### config.mk
export PLATFORM = sky130hd
export DESIGN_NAME = key_sw_io_device
export DESIGN_NICKNAME = d
export VERILOG_FILES = /design/src/rtl/key_sw_io_device.sv
export SDC_FILE = /design/constraint.sdc
export NUM_CORES = 1
export LEC_CHECK = 0
export BUFFER_PORTS_ARGS = -buffer_cell sky130_fd_sc_hd__buf_2
export CAP_MARGIN = 30
export CORE_UTILIZATION = 48
export DETAILED_ROUTE_END_ITERATION = 16
export PLACE_DENSITY = 0.79
export SYNTH_ARGS = -nofsm -noshare
export SYNTH_HDL_FRONTEND = slang
export SYNTH_SLANG_ARGS = --single-unit
### constraint.sdc
create_clock -name clk -period 2.3 [get_ports clk]
set_input_delay 0.23 -clock clk [delete_from_list [all_inputs] [get_ports clk]]
set_output_delay 0.23 -clock clk [all_outputs]
set_load 0.02 [all_outputs]
### src/rtl/key_sw_io_device.sv
// Memory-mapped KEY/SW input responder for the processor data bus.
// Synchronizes keys, synchronizes and debounces switches, and exposes data plus ready/overrun/IE status.
module key_sw_io_device #(
    parameter int                DBITS           = 32,
    parameter logic [DBITS-1:0]  ADDR_KDATA      = 32'hF0000010,
    parameter logic [DBITS-1:0]  ADDR_KCTRL      = 32'hF0000110,
    parameter logic [DBITS-1:0]  ADDR_SDATA      = 32'hF0000014,
    parameter logic [DBITS-1:0]  ADDR_SCTRL      = 32'hF0000114,
    parameter int                KEY_BITS        = 4,
    parameter int                SW_BITS         = 10,
    parameter int                DEBOUNCE_CYCLES = 100000
) (
    input  logic                clk,
    input  logic                reset,
    input  logic [KEY_BITS-1:0] KEY,
    input  logic [SW_BITS-1:0]  SW,
    input  logic [DBITS-1:0]    memAddr,
    input  logic                memRdEn,
    input  logic                memWrEn,
    input  logic [DBITS-1:0]    memWrData,
    output logic [DBITS-1:0]    memRdData,
    output logic                selected,
    output logic                irq
);

    // Bus contract: no handshake. memRdData/selected are combinational from
    // memAddr; memRdEn and memWrEn are single-cycle strobes whose side effects
    // (ready clear, CTRL write) are taken at the rising clock edge.

    localparam int CNT_W = $clog2(DEBOUNCE_CYCLES);
    localparam logic [CNT_W-1:0] CNT_LAST = CNT_W'(DEBOUNCE_CYCLES - 1);

    localparam int BIT_READY   = 0;
    localparam int BIT_OVERRUN = 2;
    localparam int BIT_IE      = 4;

    // Address decode
    logic hit_kdata;
    logic hit_kctrl;
    logic hit_sdata;
    logic hit_sctrl;

    assign hit_kdata = (memAddr == ADDR_KDATA);
    assign hit_kctrl = (memAddr == ADDR_KCTRL);
    assign hit_sdata = (memAddr == ADDR_SDATA);
    assign hit_sctrl = (memAddr == ADDR_SCTRL);
    assign selected  = hit_kdata | hit_kctrl | hit_sdata | hit_sctrl;

    // State registers
    logic [KEY_BITS-1:0] ksync1_q, ksync1_d;
    logic [KEY_BITS-1:0] ksync2_q, ksync2_d;
    logic [KEY_BITS-1:0] kdata_q,  kdata_d;
    logic [SW_BITS-1:0]  ssync1_q, ssync1_d;
    logic [SW_BITS-1:0]  ssync2_q, ssync2_d;
    logic [SW_BITS-1:0]  sdata_q,  sdata_d;
    logic [CNT_W-1:0]    cnt_q,    cnt_d;
    logic                kready_q, kready_d;
    logic                kovr_q,   kovr_d;
    logic                kie_q,    kie_d;
    logic                sready_q, sready_d;
    logic                sovr_q,   sovr_d;
    logic                sie_q,    sie_d;

    logic key_event;
    logic sw_event;
    logic krd_clear;
    logic srd_clear;
    logic kctrl_wr;
    logic sctrl_wr;

    assign krd_clear = memRdEn && hit_kdata;
    assign srd_clear = memRdEn && hit_sdata;
    assign kctrl_wr  = memWrEn && hit_kctrl;
    assign sctrl_wr  = memWrEn && hit_sctrl;

    // Key path: synchronizer only; keys are stored active-high.
    always_comb begin
        ksync1_d  = ~KEY;
        ksync2_d  = ksync1_q;
        kdata_d   = ksync2_q;
        key_event = (ksync2_q != kdata_q);
    end

    // Switch path: a change is accepted only after it has differed from
    // SDATA for DEBOUNCE_CYCLES consecutive edges. Bounces among non-SDATA
    // values keep counting; only a return to SDATA restarts the count.
    always_comb begin
        ssync1_d = SW;
        ssync2_d = ssync1_q;
        sdata_d  = sdata_q;
        cnt_d    = cnt_q;
        sw_event = 1'b0;
        if (ssync2_q == sdata_q) begin
            cnt_d = '0;
        end else if (cnt_q == CNT_LAST) begin
            sdata_d  = ssync2_q;
            cnt_d    = '0;
            sw_event = 1'b1;
        end else begin
            cnt_d = cnt_q + CNT_W'(1);
        end
    end

    // Status bits. An event always wins over a clearing read or an overrun
    // clear in the same cycle.
    always_comb begin
        kready_d = kready_q;
        kovr_d   = kovr_q;
        kie_d    = kie_q;
        sready_d = sready_q;
        sovr_d   = sovr_q;
        sie_d    = sie_q;

        if (kctrl_wr) begin
            kie_d = memWrData[BIT_IE];
            if (!memWrData[BIT_OVERRUN]) kovr_d = 1'b0;
        end
        if (key_event) begin
            kready_d = 1'b1;
            if (kready_q && !krd_clear) kovr_d = 1'b1;
        end else if (krd_clear) begin
            kready_d = 1'b0;
        end

        if (sctrl_wr) begin
            sie_d = memWrData[BIT_IE];
            if (!memWrData[BIT_OVERRUN]) sovr_d = 1'b0;
        end
        if (sw_event) begin
            sready_d = 1'b1;
            if (sready_q && !srd_clear) sovr_d = 1'b1;
        end else if (srd_clear) begin
            sready_d = 1'b0;
        end
    end

    always_ff @(posedge clk) begin
        if (reset) begin
            ksync1_q <= '0;
            ksync2_q <= '0;
            kdata_q  <= '0;
            ssync1_q <= '0;
            ssync2_q <= '0;
            sdata_q  <= '0;
            cnt_q    <= '0;
            kready_q <= 1'b0;
            kovr_q   <= 1'b0;
            kie_q    <= 1'b0;
            sready_q <= 1'b0;
            sovr_q   <= 1'b0;
            sie_q    <= 1'b0;
        end else begin
            ksync1_q <= ksync1_d;
            ksync2_q <= ksync2_d;
            kdata_q  <= kdata_d;
            ssync1_q <= ssync1_d;
            ssync2_q <= ssync2_d;
            sdata_q  <= sdata_d;
            cnt_q    <= cnt_d;
            kready_q <= kready_d;
            kovr_q   <= kovr_d;
            kie_q    <= kie_d;
            sready_q <= sready_d;
            sovr_q   <= sovr_d;
            sie_q    <= sie_d;
        end
    end

    // Read data mux
    logic [DBITS-1:0] kctrl_word;
    logic [DBITS-1:0] sctrl_word;

    always_comb begin
        kctrl_word              = '0;
        kctrl_word[BIT_READY]   = kready_q;
        kctrl_word[BIT_OVERRUN] = kovr_q;
        kctrl_word[BIT_IE]      = kie_q;
        sctrl_word              = '0;
        sctrl_word[BIT_READY]   = sready_q;
        sctrl_word[BIT_OVERRUN] = sovr_q;
        sctrl_word[BIT_IE]      = sie_q;

        memRdData = '0;
        if (hit_kdata)      memRdData = {{(DBITS-KEY_BITS){1'b0}}, kdata_q};
        else if (hit_kctrl) memRdData = kctrl_word;
        else if (hit_sdata) memRdData = {{(DBITS-SW_BITS){1'b0}}, sdata_q};
        else if (hit_sctrl) memRdData = sctrl_word;
    end

    assign irq = (kready_q & kie_q) | (sready_q & sie_q);

    // Only bits 2 and 4 of store data carry meaning.
    logic unused_wr_bits;
    assign unused_wr_bits = ^{memWrData[DBITS-1:5], memWrData[3], memWrData[1:0]};

endmodule

==> reports/summary.txt <==
HP Class: input pin to register
vias: 2262
cts bufs inserted: 9
synth top area cells: dfxtp_1, xnor2_1, nor2b_1
Final period util: 0.873
initial antenna violation count: 0
Initial Util: 0.496
largest net degree at the start of global routing: 35
I/O Pins: 116
# H-tree levels: 3
max-cap viol count: 0
final setup skew: 0.0120 ns
CTS clk-pin slew, worst paths: 0.08 ns
outcome: finished clean
Reg area: 1300 um2
Post-synth EDFFs: 0
fill count: 531
Final Core Density: 0.576
RSZ-0062 raised after global routing: no
most common flop cell mapped by yosys: dfxtp_1
dpl hpwl: 3860 um
wire per inst: 12.3 um
placed cells: 433
crit path from: cnt_q[11]$_SDFF_PP0_
min-delay src: KEY[3]
R2R setup slack: 0.29 ns
critical path arrival: 2.27 ns
register bit total from synthesis: 65
DRC Markers: 0
Core Box Area: 5890 um2
count leader, synth: dfxtp_1
Critical Path Source Type: register
Worst Setup Path Type: register to register
total power draw: 2240 uW
CP Max Fanout: 10
final non-filler cell total: 449
final wirelength: 5500 um
Syn Area/Cell: 9.57 um2
number of diodes: 0
Die ar.: 6400 um2
gpl congestion: 0.876
Synth area leader: dfxtp_1
max frequency: 498 MHz
Yosys Warn Count: 0
first-pass GRT wire length: 8750 um
clock buffer depth: 2
pwr/cell area: 662 nW/um2
Max Transition Viols Final: 0
critical path capture point type: register
First DRT Iteration DRCs: 113
Setup TNS: 0 ns
IO buf count: 63
Req. time, crit path: 2.56 ns
total gr overflow: 0
FP Rows: 28
DIE WIDTH: 80.0 um
relative max-transition margin: 0.592
async set or reset register ratio after synthesis: 0
Least-Margin Pin Slew: 0.611 ns
vias in the first global route: 1923
Seq/Total Area, Yosys: 0.446
Worst R2R Path Depth: 4
setup bufs post-CTS: 0
First-pass DRT Iterations: 4
Die Y-Extent: 80.0 um
leak pwr: 0.00135 uW
crit path time final: 2.01 ns
CTS tree: built
worst hold path depth: 2
worst skew pair latency: 0.34 ns
Mapped Cells: 305
Vias/cell: 5.04
multi-input logic area: 1430 um2
Post-Syn Area: 2920 um2
Yosys cell types: 44
Hold Fails Final Rpt: 0
Nets: 452
Total GRT Usage: 0.181
Area Growth Syn to Fin: 16.1%
Clock Sinks: 65
post-synth top area share: 0.446
reg2reg start: cnt_q[11]$_SDFF_PP0_
Commonest cells post-synth: dfxtp_1, nor2b_1, nand2_1
cts hold-fix bufs: 0
antenna-violating nets left: 0
post_cts resized: 0
layout cells sized above 1: 0.243
Max VDD drop: 451 uV
clock root buffer: clkbuf_8
final setup violating endpoints: 0
## power breakdown
part           switching, uW  internal [uW]
Combinational            105           72.5
Clock                    458            431
Sequential              17.1           1160
## cell usage in the layout, fill, tap and decap left out, types with 2 or more instances in the layout
cell type	n
conb_1	22
o41ai_1	4
nor2_1	12
mux4_2	2
nor3_1	19
and4b_1	6
nand4_1	8
inv_6	2
xor2_1	6
clkinv_4	2
nor2b_1	28
clkbuf_8	10
and2_1	2
a211oi_1	2
nand2_1	26
buf_4	4
or3_1	3
nor4_1	8
buf_2	63
or4b_1	3
nor4b_1	3
a21oi_1	5
clkinvlp_4	2
mux2i_1	12
inv_1	8
nand3_1	5
or2_2	2
dfxtp_1	65
xnor2_1	21
o31ai_1	3
## final timing paths
| check | end |
|---|---|
| max | sdata_q[3]$_SDFFE_PP0P_ |
| min | ksync1_q[3]$_SDFF_PP0_ |
| max reg2reg | sdata_q[3]$_SDFFE_PP0P_ |
| min reg2reg | ssync2_q[7]$_SDFF_PP0_ |
## cell type report
class | instances | share of cell area
timing repair buffer | 67 | 0.102
sequential | 65 | 0.384
multi-input combinational | 218 | 0.422
clock buffer | 10 | 0.0406
clock inverter | 6 | 0.0148
tap | 75 | 0.0277
inverter | 8 | 0.00886
## through the flow
step           worst slack [ns]  area (um2)  hold slack, ns
3_5_place_dp              0.317        3200           0.383
3_3_place_gp              0.385        3200           0.383
4_1_cts                   0.261        3390          0.0176
5_1_grt                   0.143        3390          0.0255
2_1_floorplan             0.339        3000           0.297
6_report                  0.292        3390          0.0283
## kinds of logic after synthesis
family	Yosys count	share of synthesized area
compound gates	20	0.0497
xor+xnor	27	0.0810
fa+ha+maj	1	0.00429
buf+inv	43	0.0913
flops	65	0.446
mux	15	0.0604
other cells	1	0.00128
simple gates	133	0.266
## metal layers
layer,GRT usage,up-vias,part of all wire
met5,0,-,0
met4,0.109,0,0.022
met3,0.0446,10,0.054
met2,0.294,78,0.47
met1,0.216,1029,0.45
li1,-,1145,-
## worst max-delay path: stages (launching register included)
cell and delay, ns:
dfxtp_1 0.36, or4b_4 0.56, nor4_4 0.33, o31a_2 0.43, mux2i_1 0.25
## state kept, by name, indices dropped and copies added, names as in the netlist
register	flops
cnt_q	17
sdata_q	10
ssync1_q	10
ssync2_q	10
kdata_d	4
kdata_q	4
ksync1_q	4
kie_q	1
kovr_q	1
kready_q	1
sie_q	1
sovr_q	1
sready_q	1
(Power assumes the default switching activity.)
